## config.mk

```make
export PLATFORM = sky130hd
export DESIGN_NAME = pal_lut_seq
export DESIGN_NICKNAME = d
export VERILOG_FILES = /design/src/rtl/pal_lut_pkg.sv /design/src/rtl/pal_lut_seq_lut.sv /design/src/rtl/pal_lut_seq.sv
export SDC_FILE = /design/constraint.sdc
export NUM_CORES = 1
export LEC_CHECK = 0
export BUFFER_PORTS_ARGS = -buffer_cell sky130_fd_sc_hd__buf_2
export CAP_MARGIN = 10
export CORE_MARGIN = 2
export CORE_UTILIZATION = 55
export CTS_CLUSTER_DIAMETER = 120
export DETAILED_ROUTE_END_ITERATION = 16
export PLACE_DENSITY = 0.72
export SETUP_SLACK_MARGIN = 0.3
export SLEW_MARGIN = 20
export SYNTH_ARGS = -nofsm -noshare
export SYNTH_HDL_FRONTEND = slang
export SYNTH_HIERARCHICAL = 1
export SYNTH_SLANG_ARGS = --single-unit
```

## constraint.sdc

```tcl
create_clock -name clk -period 8.91 [get_ports clk]
set_clock_uncertainty 0.1 [all_clocks]
set_input_delay 0.891 -clock clk [delete_from_list [all_inputs] [get_ports clk]]
set_output_delay 0.891 -clock clk [all_outputs]
set_load 0.02 [all_outputs]
```

## src/rtl/pal_lut_pkg.sv

```systemverilog
// Shared types and constants for the palette-to-RGB converter.
// Holds the field slices, FSM state encoding and LUT limits.
package pal_lut_pkg;

    typedef enum logic [1:0] {
        ST_IDLE = 2'd0,
        ST_R    = 2'd1,
        ST_G    = 2'd2,
        ST_B    = 2'd3
    } state_t;

    localparam logic [4:0] LUT_MAX_IN = 5'd24;
    localparam logic [7:0] MAX_LEVEL  = 8'd255;

    function automatic logic [4:0] field_r(input logic [14:0] c);
        return c[14:10];
    endfunction

    function automatic logic [4:0] field_g(input logic [14:0] c);
        return c[9:5];
    endfunction

    function automatic logic [4:0] field_b(input logic [14:0] c);
        return c[4:0];
    endfunction

endpackage

```

## src/rtl/pal_lut_seq_lut.sv

```systemverilog
// 5-bit to 8-bit level converter: linear shift or truncating scale to 0..255 over 0..24.
// Purely combinational; the caller muxes the field into it.
module pal_lut_seq_lut
    import pal_lut_pkg::*;
(
    input  logic       mode,
    input  logic [4:0] lvl_in,
    output logic [7:0] lvl_out
);

    // Levels above LUT_MAX_IN are out of the scaled range and pin to full scale.
    function automatic logic [7:0] scale_level(input logic [4:0] f);
        logic [12:0] prod;
        if (f > LUT_MAX_IN) begin
            return MAX_LEVEL;
        end
        prod = 13'(f) * 13'd255;
        return 8'(prod / 13'd24);
    endfunction

    always_comb begin
        if (mode) begin
            lvl_out = {lvl_in, 3'b000};
        end else begin
            lvl_out = scale_level(lvl_in);
        end
    end

endmodule

```

## src/rtl/pal_lut_seq.sv

```systemverilog
// Palette word to 24-bit RGB converter: one shared LUT walked over R, G, B by a small FSM,
// results buffered in a circular output FIFO with valid/ready on both sides.
module pal_lut_seq
    import pal_lut_pkg::*;
#(
    parameter int OUT_DEPTH = 2
) (
    input  logic        clk,
    input  logic        rst_n,
    input  logic        clr,
    input  logic        in_valid,
    output logic        in_ready,
    input  logic [14:0] in_color,
    input  logic        in_mode,
    output logic        out_valid,
    input  logic        out_ready,
    output logic [23:0] out_rgb,
    output logic        busy
);

    localparam int PW = (OUT_DEPTH > 1) ? $clog2(OUT_DEPTH) : 1;
    localparam int CW = $clog2(OUT_DEPTH) + 1;

    state_t            state_q;
    state_t            state_d;
    logic              ready_en;
    logic [PW-1:0]     wr_ptr;
    logic [PW-1:0]     rd_ptr;
    logic [CW-1:0]     count;
    logic [CW-1:0]     fifo_free;
    logic              push;
    logic              pop;
    logic              rdy_idle;
    logic              rdy_b;
    logic              in_ready_c;
    logic              accept;
    logic [14:0]       word_p0;
    logic              mode_p0;
    logic [7:0]        r_q;
    logic [7:0]        g_q;
    logic [4:0]        lut_in;
    logic [7:0]        lut_out;
    logic [23:0]       mem [OUT_DEPTH];

    pal_lut_seq_lut u_lut (
        .mode    (mode_p0),
        .lvl_in  (lut_in),
        .lvl_out (lut_out)
    );

    assign fifo_free = CW'(OUT_DEPTH) - count;
    // Accepting from B needs room for the word being pushed now plus the new one.
    assign rdy_idle  = ready_en && !clr && (fifo_free >= CW'(1));
    assign rdy_b     = !clr && (fifo_free >= CW'(2));

    always_comb begin
        state_d    = state_q;
        in_ready_c = 1'b0;
        push       = 1'b0;
        lut_in     = 5'd0;
        case (state_q)
            ST_IDLE: begin
                in_ready_c = rdy_idle;
                if (in_valid && rdy_idle) begin
                    state_d = ST_R;
                end
            end
            ST_R: begin
                lut_in  = field_r(word_p0);
                state_d = ST_G;
            end
            ST_G: begin
                lut_in  = field_g(word_p0);
                state_d = ST_B;
            end
            ST_B: begin
                lut_in     = field_b(word_p0);
                push       = 1'b1;
                in_ready_c = rdy_b;
                state_d    = (in_valid && rdy_b) ? ST_R : ST_IDLE;
            end
            default: state_d = ST_IDLE;
        endcase
        if (clr) begin
            state_d = ST_IDLE;
            push    = 1'b0;
        end
    end

    assign in_ready  = in_ready_c;
    assign accept    = in_valid && in_ready_c;
    assign out_valid = (count != '0);
    assign pop       = out_valid && out_ready;
    assign out_rgb   = out_valid ? mem[rd_ptr] : 24'd0;
    assign busy      = (state_q != ST_IDLE);

    always_ff @(posedge clk or negedge rst_n) begin
        if (!rst_n) begin
            state_q  <= ST_IDLE;
            ready_en <= 1'b0;
            wr_ptr   <= '0;
            rd_ptr   <= '0;
            count    <= '0;
        end else begin
            state_q  <= state_d;
            ready_en <= 1'b1;
            if (clr) begin
                wr_ptr <= '0;
                rd_ptr <= '0;
                count  <= '0;
            end else begin
                if (push) wr_ptr <= wr_ptr + PW'(1);
                if (pop)  rd_ptr <= rd_ptr + PW'(1);
                count <= count + CW'(push) - CW'(pop);
            end
        end
    end

    // Stage p0: latched word; stage p1: captured R/G levels.
    always_ff @(posedge clk or negedge rst_n) begin
        if (!rst_n) begin
            word_p0 <= '0;
            mode_p0 <= 1'b0;
            r_q     <= '0;
            g_q     <= '0;
        end else begin
            if (accept) begin
                word_p0 <= in_color;
                mode_p0 <= in_mode;
            end
            if (state_q == ST_R) r_q <= lut_out;
            if (state_q == ST_G) g_q <= lut_out;
        end
    end

    // Stage p2: FIFO storage; emptiness is tracked by count, so contents need no reset.
    always_ff @(posedge clk) begin
        if (push) begin
            mem[wr_ptr] <= {r_q, g_q, lut_out};
        end
    end

endmodule

```

* Yosys cells after proc, flatten, opt, wreduce, memory -nomap -nowiden *
Memories as Yosys holds them, arrays and structs flattened.
Index checks and enable logic that the tools add are counted.

cells by class
  multiply operators = 1
  divide/modulo/power cells = 1
  $add $sub $neg = 5
  eq/ne operators = 4
  reductions and logical operators = 13
  $lt $le $gt $ge = 3
  multiplexer cells = 21

operator list
  operator                                                                              count
  24-bit two-way mux                                                                    1
  8-bit two-way mux                                                                     3
  5-bit case mux with 3 select lines                                                    1
  13-bit by 5-bit divider with 13-bit output (second input constant)                    1
  5-bit by 8-bit multiplier with 13-bit output (second input constant)                  1
  1-bit two-way mux                                                                     11
  2-bit case mux with 4 select lines                                                    1
  2-bit nonzero test                                                                    4
  1-bit logical AND                                                                     7
  2-bit two-way mux                                                                     3
  5-bit greater-than comparator (second input constant)                                 1
  2-bit == test (second input constant)                                                 2
  3-bit != test (second input constant)                                                 1
  1-bit adder (second input constant)                                                   2
  2-bit by 1-bit adder with 2-bit output                                                1
  2-bit by 1-bit == test with 1-bit output (second input constant)                      1
  2-bit by 1-bit greater-or-equal comparator with 1-bit output (second input constant)  1
  2-bit greater-or-equal comparator (second input constant)                             1
  2-bit zero test                                                                       1
  1-bit case mux with 2 select lines                                                    1
  2-bit by 1-bit subtractor with 2-bit output                                           1
  2-bit subtractor (first input constant)                                               1
  1-bit zero test                                                                       1

storage, ports and cells
  memory bits (writable) = 48
  output and inout bits = 27
  flip-flop bits (word level) = 39
  memories kept = 1

memory list
  memory  words  bits a word  rd ports  clocked after memory_dff  write ports  RTL line           source
  mem     2      24           1         0                         1            pal_lut_seq.sv:43  logic [23:0] mem [OUT_DEPTH];

* Longest topological paths before layout *
  depth in word-level cells = 7
  gate-level depth with buffers = 31
  mapped depth without buffers = 28

* Hierarchy *
Netlist, hierarchy kept.

by module, submodules not included
  module           area an instance (µm²)  times used  cells an instance
  pal_lut_seq      3614.7                  1           231
  pal_lut_seq_lut  2321.0                  1           290

* Worst setup path before layout *
OpenSTA, ideal clock, no wires.

  kind = register to register
  start point = register state_q[1]
  end point = register g_q[0]
  stages on the path, launching flop included = 28
  path buffers = 3
  path slack = 1.301 ns
  library setup time = 0.125 ns
  data required time = 8.685 ns
  arrival = 7.385 ns
  path through = dfrtp_1 > inv_1 > ha_1 > buf_1 > a222oi_1 > nor2_1 > fa_1 > fa_1 > fa_1 > ha_1 > buf_6 > a21o_1 > or3_4 > o21ai_4 > mux2i_1 > nand2_2 > and4_4 > or4_1 > buf_6 > o21ai_4 > a2111oi_4 > a311oi_2 > nand2_1 > o211ai_1 > inv_2 > a2111oi_2 > a41oi_1 > mux2_2

between the ends
  cells in the longest elaborated chain, start to end = 7
  elaborated cells on any way between the ends = 11

ends and longest elaborated chain
  element                                                                                               RTL line               source
  start, declared                                                                                       pal_lut_seq.sv:24      state_t state_q;
  start signal, assigned                                                                                pal_lut_seq.sv:105     state_q <= state_d;
  2-bit == test / 2-bit by 1-bit == test with 1-bit output (equally long branches)                      pal_lut_seq.sv:61      case (state_q)
  5-bit case mux with 3 select lines (*)                                                                pal_lut_seq.sv:61
  via lut_in[2]                                                                                         pal_lut_seq.sv:41      logic [4:0] lut_in;
  parallel branches: the longest is 3 deep, another holds 5-bit by 8-bit multiplier with 13-bit output  --
  8-bit two-way mux (*)                                                                                 pal_lut_seq_lut.sv:17  prod = 13'(f) * 13'd255;
  8-bit two-way mux (*)                                                                                 pal_lut_seq_lut.sv:22  if (mode) begin
  via lut_out[0]                                                                                        pal_lut_seq.sv:42      logic [7:0] lut_out;
  end signal, assigned                                                                                  pal_lut_seq.sv:132     if (state_q == ST_G) g_q <= lut_out;
  end, declared                                                                                         pal_lut_seq.sv:40      logic [7:0] g_q;

Mark *: on every way through the listed nets, which the timed path passes. The select of a mux whose other input is x is not followed.
A chain may end at the register's enable or synchronous reset.

* Worst setup path in the final report *
  start point = register state_q[0]
  end point = register g_q[0]

The elaborated chain is that of the path after synthesis.

==> flow_summary.rst <==
.. list-table::
   :header-rows: 1

   * - Metric
     - Value
   * - Endpoint kind of the worst setup timing path
     - flip-flop
   * - Element type at the critical path start
     - flip-flop
   * - Fill count
     - 855
   * - Antenna violation net count after detailed routing
     - 0
   * - First-iteration detailed-routing DRC count
     - 332
   * - Routed vias
     - 4171
   * - Routed wire per std cell
     - 17.3 um
   * - Largest net degree at the start of global routing
     - 40
   * - Most frequent standard cell in the layout excluding fill and tap cells
     - sky130_fd_sc_hd__nor2_1
   * - Detailed-route wire length
     - 12200 um
   * - Slew margin rel.
     - 36.0%
   * - Die Area
     - 0.0116 mm^2
   * - Total negative setup slack
     - 0 ns
   * - Commonest cells after routing, fill and taps aside
     - sky130_fd_sc_hd__nor2_1 (52), sky130_fd_sc_hd__edfxtp_1 (48), sky130_fd_sc_hd__buf_2 (47)
   * - Data required time at the worst endpoint
     - 9.05 ns
   * - Start point of the worst hold path
     - r_q[1]
   * - Launch point of the critical path
     - state_q[0]
   * - Residual overflow from global routing
     - 0
   * - Fraction of registers with async set/reset
     - 44.8%
   * - Post-Syn Area per Cell
     - 11.4 um^2
   * - Fmax
     - 0.122 GHz
   * - Combined area of all synthesized cells
     - 0.00594 mm^2
   * - Number of max-slew violations in the final report
     - 0
   * - Initial core utilization
     - 57.0%
   * - Total GRT Usage
     - 21.8%
   * - Clock Root Buffer
     - sky130_fd_sc_hd__clkbuf_8
   * - Final design utilization
     - 62.4%
   * - Run status
     - finished, final reports clean
   * - Hold Crit Class
     - reg -> reg
   * - RSZ-0062 raised after global routing
     - false
   * - Final worst-path cycle share
     - 91.8%
   * - Fin crit period
     - 8.18 ns
   * - Share of synthesized area occupied by flip-flops and latches
     - 40.7%
   * - Number of nets produced by synthesis
     - 588
   * - Number of warnings reported in the yosys synthesis log
     - 6
   * - Clock insertion delay at the later pin of the skew report
     - 0.35 ns
   * - Distinct cells, synth
     - 82
   * - Share of layout cells above drive strength 1
     - 25.9%
   * - Primary FF master, synth
     - sky130_fd_sc_hd__edfxtp_1
   * - Post-synthesis sequential element count
     - 87
   * - Clock edge transition at the registers on the reported setup and hold paths
     - 0.11 ns
   * - Layout Nets
     - 633
   * - Final antenna diode count
     - 0
   * - Maximum net fanout on the critical path
     - 13
   * - TritonCTS clock tree
     - done
   * - Cell area after placement
     - 0.00625 mm^2
   * - Cell count after synthesis
     - 521
   * - # DRC
     - 0
   * - Number of cells upsized or downsized after cts
     - 0
   * - Final count of negative-setup-slack endpoints
     - 0
   * - Number of antenna violations at the first check in global routing
     - 0
   * - Vias per inst
     - 5.90
   * - First-pass iteration count of the detailed router
     - 8
   * - Site row count
     - 37
   * - Num ports
     - 48
   * - Vias in the first global route
     - 4092
   * - Detailed placer's ending HPWL
     - 9130 um
   * - Count of cells along the worst hold path
     - 0
   * - Max-cap violations
     - 0
   * - Vertical die dimension
     - 108 um
   * - Area added between synthesis and finish
     - 9.57%
   * - Number of clock sinks
     - 87
   * - Hold Fails Final Rpt
     - 0
   * - Number of synthesized flops with an enable pin
     - 48
   * - Post-route design area
     - 0.00650 mm^2
   * - Clock buffer count from CTS
     - 9
   * - Overall die width
     - 108 um
   * - First-pass GRT wire length
     - 20000 um
   * - Area inside the core boundary
     - 0.0104 mm^2
   * - Arrival time of the worst setup path
     - 8.32 ns
   * - Gpl congestion
     - 0.896
   * - Reg2Reg Depth
     - 25
   * - Startpoint of the worst-slack reg-to-reg timing path
     - state_q[0]
   * - Transition time at the pin with the least slew margin
     - 0.960 ns
   * - Quantity of I/O buffers inserted on ports
     - 47
   * - Setup fix buffers added after clock tree synthesis
     - 0
   * - CTS Buffer Depth
     - 2
   * - Number of buffers added to fix hold violations after cts
     - 0
   * - Type of the worst setup path
     - reg -> reg
   * - H-tree lvl count
     - 3
-- logic make-up after synthesis --
logic type | count (synthesis) | share of synthesized area, %
AO/OA/AOI/OAI | 107 | 15.6
XOR/XNOR | 21 | 3.92
adder cells (fa/ha/maj) | 46 | 11.1
buffers and inverters | 50 | 4.15
flip-flops | 87 | 40.7
multiplexers | 63 | 11.9
other | 1 | 0.0632
AND/OR/NAND/NOR | 146 | 12.6
-- routing by layer --
layer  vias up  wire [um]  GRT usage, %
li1       2011          -             -
met1      2006       5430          29.7
met2       139       5970          36.0
met3        15        661          4.24
met4         0        135          5.22
met5         -          0             0
-- path summary, 6_finish.rpt --
kind	slack, ns	end
worst max register to register	0.73	g_q[0]
max in group asynchronous	7.60	g_q[7]
worst min-delay path	0.37	mem[0][17]
worst max-delay path	0.73	g_q[0]
worst min register to register	0.37	mem[0][17]
min in group asynchronous	0.54	g_q[1]
-- synthesized netlist by cell type, drive strengths merged (3+ instances only) --
| cell type | n | area (um^2) |
|---|---|---|
| dfrtp | 39 | 976 |
| and3 | 4 | 25.0 |
| clkbuf | 7 | 26.3 |
| nand4 | 5 | 31.3 |
| mux2 | 32 | 398 |
| or4 | 3 | 22.5 |
| nand2 | 23 | 88.8 |
| o31ai | 3 | 22.5 |
| and2 | 6 | 37.5 |
| a22oi | 3 | 22.5 |
| a31oi | 4 | 25.0 |
| nor2b | 6 | 37.5 |
| edfxtp | 48 | 1440 |
| a32oi | 5 | 62.6 |
| xnor2 | 14 | 138 |
| nor2 | 59 | 231 |
| a21oi | 18 | 97.6 |
| nand3 | 13 | 65.1 |
| a211oi | 7 | 75.1 |
| nand3b | 3 | 35.0 |
| a222oi | 5 | 50.1 |
| xor2 | 7 | 95.1 |
| fa | 11 | 220 |
| buf | 13 | 108 |
| a21o | 5 | 38.8 |
| nand2b | 7 | 58.8 |
| mux2i | 31 | 310 |
| o211ai | 7 | 57.6 |
| o21ai | 23 | 149 |
| a2111oi | 3 | 70.1 |
| ha | 35 | 438 |
| inv | 30 | 113 |
| nor3 | 8 | 40.0 |
-- flip-flops by register name, summed over array words and instances, names as in the netlist, 2 cells and up --
signal,flops
r_q,8
mem,48
count,2
g_q,8
state_q,2
word_p0,15
-- critical path, stage by stage, from the launching register on --
cell                        delay [ns]
sky130_fd_sc_hd__dfrtp_1          0.45
sky130_fd_sc_hd__inv_1            0.12
sky130_fd_sc_hd__ha_1             0.21
sky130_fd_sc_hd__buf_4            0.19
sky130_fd_sc_hd__a222oi_1         0.35
sky130_fd_sc_hd__nor2_2           0.15
sky130_fd_sc_hd__fa_1             0.57
sky130_fd_sc_hd__fa_1             0.68
sky130_fd_sc_hd__fa_1             0.48
sky130_fd_sc_hd__ha_1             0.45
sky130_fd_sc_hd__a21o_1           0.27
sky130_fd_sc_hd__or3_4            0.34
sky130_fd_sc_hd__o21ai_4          0.25
sky130_fd_sc_hd__mux2i_1          0.30
sky130_fd_sc_hd__nand2_2          0.20
sky130_fd_sc_hd__and4_4           0.23
sky130_fd_sc_hd__or4_4            0.58
sky130_fd_sc_hd__o21ai_4          0.28
sky130_fd_sc_hd__a2111oi_4        0.13
sky130_fd_sc_hd__a311oi_2         0.41
sky130_fd_sc_hd__nand2_1          0.11
sky130_fd_sc_hd__o211ai_1         0.25
sky130_fd_sc_hd__inv_2            0.08
sky130_fd_sc_hd__a2111oi_2        0.34
sky130_fd_sc_hd__a41oi_1          0.24
sky130_fd_sc_hd__mux2_2           0.31
-- area by class of cell --
cell class | count | area (um^2) | share of cell area, %
clock buffer | 9 | 124 | 1.90
timing repair buffer | 53 | 280 | 4.31
clock inverter | 7 | 73.8 | 1.14
tap | 136 | 170 | 2.62
multi-input combinational | 385 | 3330 | 51.1
inverter | 30 | 113 | 1.73
sequential | 87 | 2420 | 37.2
-- through the flow --
stage	setup WS [ns]	cells	hold WS, ns
floorplan	1.30	521	0.338
global placement	0.695	690	0.351
global route	0.285	707	0.396
finish	0.728	707	0.369
detailed placement	0.499	690	0.355
CTS	0.486	706	0.375
Power is left out: the tool's default activity adds up to more than one toggle a clock period on the data nets, which glitch-free logic cannot reach.
